[src/rtl/spi_pkg.sv]
// Shared types for the SPI register memory arbiter: default widths, FSM state,
// requester identity and the captured SPI command record.
package spi_pkg;

   localparam int unsigned DEF_ADDR_W = 4;
   localparam int unsigned DEF_DATA_W = 8;

   typedef enum logic [1:0] {IDLE, ISSUE, WAIT, RESP} state_t;

   typedef enum logic {REQ_SPI, REQ_HOST} req_t;

   typedef struct packed {
      logic                  we;
      logic [DEF_ADDR_W-1:0] addr;
      logic [DEF_DATA_W-1:0] wdata;
   } cmd_t;

endpackage

[src/rtl/spi_mem_arbiter_if.sv]
// Bundle of the SPI command path, host port and memory port seen by the arbiter.
// slave: the arbiter's view; master: the surrounding logic (SPI, host, memory).
interface spi_mem_arbiter_if #(
   parameter int unsigned ADDR_W = 4,
   parameter int unsigned DATA_W = 8
) ();

   logic              spi_write;
   logic              spi_read;
   logic [ADDR_W-1:0] spi_address;
   logic [DATA_W-1:0] spi_wdata;
   logic [DATA_W-1:0] spi_rdata;
   logic              spi_rvalid;
   logic              spi_busy;
   logic              spi_overrun;
   logic              spi_overrun_clr;

   logic              host_req;
   logic              host_we;
   logic [ADDR_W-1:0] host_addr;
   logic [DATA_W-1:0] host_wdata;
   logic              host_ack;
   logic [DATA_W-1:0] host_rdata;

   logic              mem_write;
   logic              mem_read;
   logic [ADDR_W-1:0] mem_address;
   logic [DATA_W-1:0] mem_data_in;
   logic [DATA_W-1:0] mem_data_out;

   modport slave (
      input  spi_write, spi_read, spi_address, spi_wdata, spi_overrun_clr,
      input  host_req, host_we, host_addr, host_wdata,
      input  mem_data_out,
      output spi_rdata, spi_rvalid, spi_busy, spi_overrun,
      output host_ack, host_rdata,
      output mem_write, mem_read, mem_address, mem_data_in
   );

   modport master (
      output spi_write, spi_read, spi_address, spi_wdata, spi_overrun_clr,
      output host_req, host_we, host_addr, host_wdata,
      output mem_data_out,
      input  spi_rdata, spi_rvalid, spi_busy, spi_overrun,
      input  host_ack, host_rdata,
      input  mem_write, mem_read, mem_address, mem_data_in
   );

endinterface

[src/rtl/spi_req_capture.sv]
// Single-entry holding slot for SPI read/write pulses plus the sticky overrun flag.
// The slot frees when the arbiter takes it, and may refill in that same cycle.
module spi_req_capture
   import spi_pkg::*;
(
   input  logic                  clk,
   input  logic                  rst,
   input  logic                  spi_write,
   input  logic                  spi_read,
   input  logic [DEF_ADDR_W-1:0] spi_address,
   input  logic [DEF_DATA_W-1:0] spi_wdata,
   input  logic                  take,
   input  logic                  overrun_clr,
   output logic                  busy,
   output cmd_t                  cmd,
   output logic                  overrun
);

   logic pulse;
   logic slot_free;

   // A pulse can land if the slot is empty now or is being handed to the arbiter.
   always_comb begin
      pulse     = spi_write | spi_read;
      slot_free = ~busy | take;
   end

   // Slot fill/drain and overrun tracking; a read+write collision counts as a write.
   always_ff @(posedge clk or posedge rst) begin
      if (rst) begin
         busy    <= 1'b0;
         cmd     <= '0;
         overrun <= 1'b0;
      end else begin
         if (pulse && slot_free) begin
            busy      <= 1'b1;
            cmd.we    <= spi_write;
            cmd.addr  <= spi_address;
            cmd.wdata <= spi_wdata;
         end else if (take) begin
            busy <= 1'b0;
         end
         // A new overrun beats a same-cycle clear.
         if ((pulse && !slot_free) || (spi_write && spi_read)) begin
            overrun <= 1'b1;
         end else if (overrun_clr) begin
            overrun <= 1'b0;
         end
      end
   end

endmodule

[src/rtl/spi_mem_arbiter.sv]
// Round-robin arbiter sharing the single-port SPI register memory between the
// captured SPI command and the host port. Each access runs IDLE -> ISSUE ->
// [WAIT x MEM_RD_LAT for reads] -> RESP -> IDLE. Widths follow spi_pkg defaults.
module spi_mem_arbiter
   import spi_pkg::*;
#(
   parameter int unsigned ADDR_W     = DEF_ADDR_W,
   parameter int unsigned DATA_W     = DEF_DATA_W,
   parameter int unsigned MEM_RD_LAT = 1  // 1..3
) (
   input logic              clk,
   input logic              rst,
   spi_mem_arbiter_if.slave bus
);

   localparam int unsigned      CNT_W    = 2;
   localparam logic [CNT_W-1:0] CNT_LAST = CNT_W'(MEM_RD_LAT - 1);

   state_t            state_q;
   req_t              last_grant_q;
   req_t              side_q;
   logic              we_q;
   logic [ADDR_W-1:0] addr_q;
   logic [DATA_W-1:0] wdata_q;
   logic [CNT_W-1:0]  cnt_q;
   logic              mem_write_q;
   logic              mem_read_q;
   logic              host_ack_q;
   logic              spi_rvalid_q;
   logic [DATA_W-1:0] host_rdata_q;
   logic [DATA_W-1:0] spi_rdata_q;

   logic              cap_busy;
   cmd_t              cap_cmd;
   logic              cap_overrun;

   logic              grant_spi;
   logic              grant_host;
   logic              sel_we;
   logic [ADDR_W-1:0] sel_addr;
   logic [DATA_W-1:0] sel_wdata;

   spi_req_capture u_capture (
      .clk         (clk),
      .rst         (rst),
      .spi_write   (bus.spi_write),
      .spi_read    (bus.spi_read),
      .spi_address (bus.spi_address),
      .spi_wdata   (bus.spi_wdata),
      .take        (grant_spi),
      .overrun_clr (bus.spi_overrun_clr),
      .busy        (cap_busy),
      .cmd         (cap_cmd),
      .overrun     (cap_overrun)
   );

   // Grant in IDLE only; on a tie the side that did not win last time goes.
   always_comb begin
      grant_spi  = 1'b0;
      grant_host = 1'b0;
      if (state_q == IDLE) begin
         if (cap_busy && bus.host_req) begin
            grant_spi  = (last_grant_q == REQ_HOST);
            grant_host = (last_grant_q == REQ_SPI);
         end else begin
            grant_spi  = cap_busy;
            grant_host = bus.host_req;
         end
      end
   end

   // Command of the winning requester, latched on the grant.
   always_comb begin
      sel_we    = grant_spi ? cap_cmd.we    : bus.host_we;
      sel_addr  = grant_spi ? cap_cmd.addr  : bus.host_addr;
      sel_wdata = grant_spi ? cap_cmd.wdata : bus.host_wdata;
   end

   // Access sequencer with registered strobes, address/data and responses.
   always_ff @(posedge clk or posedge rst) begin
      if (rst) begin
         state_q      <= IDLE;
         last_grant_q <= REQ_HOST;
         side_q       <= REQ_SPI;
         we_q         <= 1'b0;
         addr_q       <= '0;
         wdata_q      <= '0;
         cnt_q        <= '0;
         mem_write_q  <= 1'b0;
         mem_read_q   <= 1'b0;
         host_ack_q   <= 1'b0;
         spi_rvalid_q <= 1'b0;
         host_rdata_q <= '0;
         spi_rdata_q  <= '0;
      end else begin
         mem_write_q  <= 1'b0;
         mem_read_q   <= 1'b0;
         host_ack_q   <= 1'b0;
         spi_rvalid_q <= 1'b0;
         unique case (state_q)
            IDLE: begin
               if (grant_spi || grant_host) begin
                  state_q      <= ISSUE;
                  side_q       <= grant_spi ? REQ_SPI : REQ_HOST;
                  last_grant_q <= grant_spi ? REQ_SPI : REQ_HOST;
                  we_q         <= sel_we;
                  addr_q       <= sel_addr;
                  wdata_q      <= sel_wdata;
                  mem_write_q  <= sel_we;
                  mem_read_q   <= ~sel_we;
               end
            end
            ISSUE: begin
               cnt_q <= '0;
               if (we_q) begin
                  state_q    <= RESP;
                  host_ack_q <= (side_q == REQ_HOST);
               end else begin
                  state_q <= WAIT;
               end
            end
            WAIT: begin
               if (cnt_q == CNT_LAST) begin
                  state_q <= RESP;
                  if (side_q == REQ_HOST) begin
                     host_ack_q   <= 1'b1;
                     host_rdata_q <= bus.mem_data_out;
                  end else begin
                     spi_rvalid_q <= 1'b1;
                     spi_rdata_q  <= bus.mem_data_out;
                  end
               end else begin
                  cnt_q <= cnt_q + 1'b1;
               end
            end
            RESP: begin
               state_q <= IDLE;
               addr_q  <= '0;
               wdata_q <= '0;
            end
            default: state_q <= IDLE;
         endcase
      end
   end

   assign bus.mem_write   = mem_write_q;
   assign bus.mem_read    = mem_read_q;
   assign bus.mem_address = addr_q;
   assign bus.mem_data_in = wdata_q;
   assign bus.host_ack    = host_ack_q;
   assign bus.host_rdata  = host_rdata_q;
   assign bus.spi_rvalid  = spi_rvalid_q;
   assign bus.spi_rdata   = spi_rdata_q;
   assign bus.spi_busy    = cap_busy;
   assign bus.spi_overrun = cap_overrun;

endmodule

[src/flat_wrapper.sv]
// flat-port wrapper written by rule: the top's interface ports become plain ports
module spi_mem_arbiter_flat import spi_pkg::*;
#(
   parameter int unsigned ADDR_W     = DEF_ADDR_W,
   parameter int unsigned DATA_W     = DEF_DATA_W,
   parameter int unsigned MEM_RD_LAT = 1         
)
  (clk, rst, bus_spi_write, bus_spi_read, bus_spi_address, bus_spi_wdata, bus_spi_overrun_clr, bus_host_req, bus_host_we, bus_host_addr, bus_host_wdata, bus_mem_data_out, bus_spi_rdata, bus_spi_rvalid, bus_spi_busy, bus_spi_overrun, bus_host_ack, bus_host_rdata, bus_mem_write, bus_mem_read, bus_mem_address, bus_mem_data_in);
  spi_mem_arbiter_if #(.ADDR_W(ADDR_W), .DATA_W(DATA_W)) bus_i ();
  input logic clk;
  input logic rst;
  input wire logic [$bits(bus_i.spi_write)-1:0] bus_spi_write;
  input wire logic [$bits(bus_i.spi_read)-1:0] bus_spi_read;
  input wire logic [$bits(bus_i.spi_address)-1:0] bus_spi_address;
  input wire logic [$bits(bus_i.spi_wdata)-1:0] bus_spi_wdata;
  input wire logic [$bits(bus_i.spi_overrun_clr)-1:0] bus_spi_overrun_clr;
  input wire logic [$bits(bus_i.host_req)-1:0] bus_host_req;
  input wire logic [$bits(bus_i.host_we)-1:0] bus_host_we;
  input wire logic [$bits(bus_i.host_addr)-1:0] bus_host_addr;
  input wire logic [$bits(bus_i.host_wdata)-1:0] bus_host_wdata;
  input wire logic [$bits(bus_i.mem_data_out)-1:0] bus_mem_data_out;
  output wire logic [$bits(bus_i.spi_rdata)-1:0] bus_spi_rdata;
  output wire logic [$bits(bus_i.spi_rvalid)-1:0] bus_spi_rvalid;
  output wire logic [$bits(bus_i.spi_busy)-1:0] bus_spi_busy;
  output wire logic [$bits(bus_i.spi_overrun)-1:0] bus_spi_overrun;
  output wire logic [$bits(bus_i.host_ack)-1:0] bus_host_ack;
  output wire logic [$bits(bus_i.host_rdata)-1:0] bus_host_rdata;
  output wire logic [$bits(bus_i.mem_write)-1:0] bus_mem_write;
  output wire logic [$bits(bus_i.mem_read)-1:0] bus_mem_read;
  output wire logic [$bits(bus_i.mem_address)-1:0] bus_mem_address;
  output wire logic [$bits(bus_i.mem_data_in)-1:0] bus_mem_data_in;
  assign bus_i.spi_write = bus_spi_write;
  assign bus_i.spi_read = bus_spi_read;
  assign bus_i.spi_address = bus_spi_address;
  assign bus_i.spi_wdata = bus_spi_wdata;
  assign bus_i.spi_overrun_clr = bus_spi_overrun_clr;
  assign bus_i.host_req = bus_host_req;
  assign bus_i.host_we = bus_host_we;
  assign bus_i.host_addr = bus_host_addr;
  assign bus_i.host_wdata = bus_host_wdata;
  assign bus_i.mem_data_out = bus_mem_data_out;
  assign bus_spi_rdata = bus_i.spi_rdata;
  assign bus_spi_rvalid = bus_i.spi_rvalid;
  assign bus_spi_busy = bus_i.spi_busy;
  assign bus_spi_overrun = bus_i.spi_overrun;
  assign bus_host_ack = bus_i.host_ack;
  assign bus_host_rdata = bus_i.host_rdata;
  assign bus_mem_write = bus_i.mem_write;
  assign bus_mem_read = bus_i.mem_read;
  assign bus_mem_address = bus_i.mem_address;
  assign bus_mem_data_in = bus_i.mem_data_in;
  spi_mem_arbiter #(.ADDR_W(ADDR_W), .DATA_W(DATA_W), .MEM_RD_LAT(MEM_RD_LAT)) u_core (.clk(clk), .rst(rst), .bus(bus_i));
endmodule
[config.mk]
export PLATFORM = sky130hd
export DESIGN_NAME = spi_mem_arbiter_flat
export DESIGN_NICKNAME = d
export VERILOG_FILES = /design/src/rtl/spi_pkg.sv /design/src/rtl/spi_mem_arbiter_if.sv /design/src/rtl/spi_req_capture.sv /design/src/rtl/spi_mem_arbiter.sv /design/src/flat_wrapper.sv
export SDC_FILE = /design/constraint.sdc
export NUM_CORES = 1
export LEC_CHECK = 0
export CAP_MARGIN = 20
export CORE_ASPECT_RATIO = 0.7
export CORE_MARGIN = 1
export CORE_UTILIZATION = 45
export CTS_CLUSTER_DIAMETER = 150
export CTS_CLUSTER_SIZE = 40
export DETAILED_ROUTE_END_ITERATION = 12
export GPL_ROUTABILITY_DRIVEN = 0
export PLACE_DENSITY = 0.84
export SLEW_MARGIN = 20
export SYNTH_ARGS = -nofsm -noshare
export SYNTH_HDL_FRONTEND = slang
export SYNTH_SLANG_ARGS = --single-unit
export TNS_END_PERCENT = 10
[constraint.sdc]
create_clock -name clk -period 2.2 [get_ports clk]
set_input_delay 0.33 -clock clk [delete_from_list [all_inputs] [get_ports clk]]
set_output_delay 0.33 -clock clk [all_outputs]
set_load 0.02 [all_outputs]
==> results.json <==
{
  "status": "completed",
  "root_buffer": "clkbuf_8",
  "cap_viol_max_count": 0,
  "r2r_end": "u_core.u_capture.cmd[10]$_DFFE_PP0P_",
  "setup_viol": 0,
  "seq_power_share": 0.379,
  "drt_first_pass_iters": 4,
  "grt_max_degree": 38,
  "multi_input_area_sq_um": 910,
  "cts.sinks": 54,
  "ir_drop_v": 0.000593,
  "slowest_delay_ns": 0.45,
  "portBuffers": 72,
  "fmaxAchievable_mhz": 558,
  "seq_area_frac_synth": 0.577,
  "hold_path.class": "input port to async pin",
  "synth.avg_cell_area_sq_um": 12.7,
  "dpl.hpwl_um": 3570,
  "ys.warnings.count": 0,
  "synth.distinct_cells": 38,
  "drc_errors": 0,
  "post-place-ws_ns": 0.207,
  "row_count": 21,
  "die-area_sq_mm": 0.00550,
  "start_util": 0.480,
  "cts_tree": "built",
  "crit_type": "register to register",
  "antenna_found_initial": 0,
  "seq_area_sq_mm": 0.00135,
  "clkLatencyLatePin_ns": 0.31,
  "vias": 1610,
  "cts_max_path_buffers": 2,
  "wl_um": 4720,
  "cts_buffers": 5,
  "p_comb_frac": 0.496,
  "area_delta_synth_final_pct": 38.4,
  "drive_above_1_share": 0.152,
  "cp_max_fo": 12,
  "ios": 73,
  "reg2reg_depth": 6,
  "drv_slew": 0,
  "ys_ff_latch": 54,
  "die_h_um": 62.4,
  "dp.cells": 324,
  "fp.dieW_um": 88.3,
  "period_share": 0.814,
  "worst_pin_slew_ns": 0.432,
  "finalCriticalPeriod_ns": 1.79,
  "wl_per_cell_um": 14.2,
  "fin_ws_ns": 0.409,
  "arrival_ns": 1.98,
  "grt_pass1_vias": 1664,
  "fillers": 388,
  "fin_hold_ws_ns": 0.315,
  "post_cts_buffers": 0,
  "dpl_cell_area_sq_mm": 0.00315,
  "clockPowerShare": 0.125,
  "antenna_left": 0,
  "postCtsHoldBufs": 0,
  "endpoint_kind": "register",
  "final-hold-violation-count": 0,
  "synthCells": 185,
  "crit_path_end": "u_core.u_capture.cmd[10]$_DFFE_PP0P_",
  "r2r-start": "u_core.state_q[0]$_DFFE_PP0P_",
  "rsz0062_at_grt": "false",
  "grt_first_pass_wirelength_um": 7840,
  "crit_required_ns": 2.39,
  "fin_nets": 306,
  "instances_no_fill": 332,
  "tns_ns": 0,
  "cts_resized": 0,
  "drt-initial-drc-count": 62,
  "clk_pin_slew_ns": 0.10,
  "power_switching_mw": 1.63,
  "stdcell_area_sq_mm": 0.00324,
  "crit_family": "compound AO/OA/AOI/OAI gates",
  "power_density_mw_per_mm2": 1360,
  "p_int_mw": 2.79,
  "worstSetupStartpointType": "register",
  "slew_headroom": 0.711,
  "clock_skew_ns": 0.00924,
  "switching_share": 0.369,
  "grt.total_usage": 0.186,
  "syn_area_sq_mm": 0.00234,
  "overflow": 0,
  "crit_start": "u_core.state_q[0]$_DFFE_PP0P_",
  "synth_nets": 229,
  "cp.depth": 6,
  "path_buf_inv": 2,
  "via_per_inst": 4.85,
  "ff2ff_setup_slack_ns": 0.41,
  "n_antenna_cell": 0,
  "core_sq_mm": 0.00489,
  "p_leak_nw": 1.41,
  "crit_chain": "inv_1, ha_1, inv_2, o21ai_4, o21a_4, mux2_1",
  "critPathSlowestCell": "dfrtp_1",
  "h-tree-depth": 2
}
-- worst min path at each step --
stage | start | end | slack [ns] | depth (start not counted)
2_1_floorplan | bus_spi_overrun_clr | u_core.u_capture.overrun$_DFFE_PP0P_ | 0.43 | 1
3_3_place_gp | u_core.bus.spi_rdata[2]$_DFFE_PP0P_ | u_core.bus.spi_rdata[2]$_DFFE_PP0P_ | 0.46 | 2
5_1_grt | rst | u_core.bus.host_rdata[5]$_DFFE_PP0P_ | 0.35 | 2
4_1_cts | rst | u_core.bus.host_rdata[4]$_DFFE_PP0P_ | 0.32 | 2
6_report | rst | u_core.bus.host_rdata[5]$_DFFE_PP0P_ | 0.32 | 2
3_5_place_dp | u_core.bus.spi_rdata[1]$_DFFE_PP0P_ | u_core.bus.spi_rdata[1]$_DFFE_PP0P_ | 0.47 | 2
-- cells in the mapped netlist --
master	count	share of area
ha_1	5	0.027
a21boi_1	1	0.0032
and2_1	1	0.0027
inv_1	6	0.0096
inv_2	2	0.0032
dfrtp_1	53	0.57
mux2i_1	13	0.056
buf_6	1	0.0048
and2b_4	1	0.0043
o21ai_4	1	0.0069
nor3_1	1	0.0021
a32o_1	1	0.0043
nor2b_1	1	0.0027
o22ai_1	1	0.0027
o2bb2ai_1	12	0.045
or3_4	1	0.0048
o22a_1	1	0.0037
a21oi_1	7	0.015
buf_12	1	0.0085
o21ai_1	1	0.0021
nand2b_1	1	0.0027
nand3_1	1	0.0021
nor2_1	5	0.0080
a22o_1	1	0.0037
nor2_2	1	0.0027
nand2_1	34	0.054
o21ai_0	2	0.0043
mux2_2	8	0.038
o21a_4	1	0.0064
a31oi_1	1	0.0027
or2_1	1	0.0027
dfstp_2	1	0.011
mux2_4	10	0.064
buf_4	1	0.0032
mux2_1	2	0.0096
clkbuf_1	2	0.0032
nor2_4	1	0.0048
buf_2	1	0.0021
-- power by group through the flow --
stage | registers, mW | clock network, mW | logic [mW]
CTS | 1.68 | 0.569 | 2.22
detailed placement | 1.69 | 0 | 2.23
floorplan | 1.95 | 0 | 1.13
global route | 1.73 | 0.621 | 2.37
finish | 1.68 | 0.552 | 2.20
global placement | 1.69 | 0 | 2.15
-- placed cells by master, fill, tap and decap left out, types with 2 or more instances in the layout --
master            n
clkdlybuf4s50_1  72
dfrtp_1          53
nand2_1          34
mux2i_1          13
o2bb2ai_1        12
mux2_4           10
mux2_2            8
a21oi_1           7
nor2_1            5
inv_1             5
ha_1              5
clkbuf_8          5
inv_2             3
o21ai_0           2
mux2_1            2
buf_4             2
buf_12            2
-- sequential cells by signal, summed over array words and instances, names as in the netlist --
signal,count
u_core.u_capture.overrun,1
u_core.bus.mem_write,1
u_core.state_q,2
u_core.bus.mem_data_in,8
u_core.bus.host_rdata,8
u_core.bus.spi_rvalid,1
u_core.we_q,1
u_core.last_grant_q,1
u_core.bus.host_ack,1
u_core.u_capture.busy,1
u_core.side_q,1
u_core.bus.mem_read,1
u_core.cnt_q,2
u_core.u_capture.cmd,13
u_core.bus.mem_address,4
u_core.bus.spi_rdata,8
-- cell type report --
| class | count | share of cell area |
|---|---|---|
| tap | 69 | 0.0266 |
| clock inverter | 3 | 0.00656 |
| timing repair buffer | 76 | 0.239 |
| sequential | 54 | 0.417 |
| clock buffer | 5 | 0.0212 |
| inverter | 8 | 0.00926 |
| multi-input combinational | 117 | 0.280 |
-- kinds of logic after synthesis --
family | after synthesis | share of synthesized area
DFF | 54 | 0.577
buffers and inverters | 14 | 0.0347
and+or+nand+nor | 49 | 0.0940
muxes | 33 | 0.168
adders and majority gates | 5 | 0.0267
AOI/OAI and AO/OA | 30 | 0.0998
-- routing by layer --
layer  track usage  wire (um)  vias to the layer above
met1         0.253       2190                      766
met5             0          0                        -
met2         0.288       2190                       49
met3        0.0555        290                        6
met4        0.0544         43                        0
li1              -          -                      789
-- through the flow --
| stage | total power [mW] | utilization |
|---|---|---|
| 2_1_floorplan | 3.08 | - |
| 3_3_place_gp | 3.84 | 0.645 |
| 3_5_place_dp | 3.91 | 0.645 |
| 4_1_cts | 4.47 | 0.664 |
| 5_1_grt | 4.72 | 0.664 |
| 6_report | 4.43 | 0.664 |
Power figures use the tool's default switching activity.
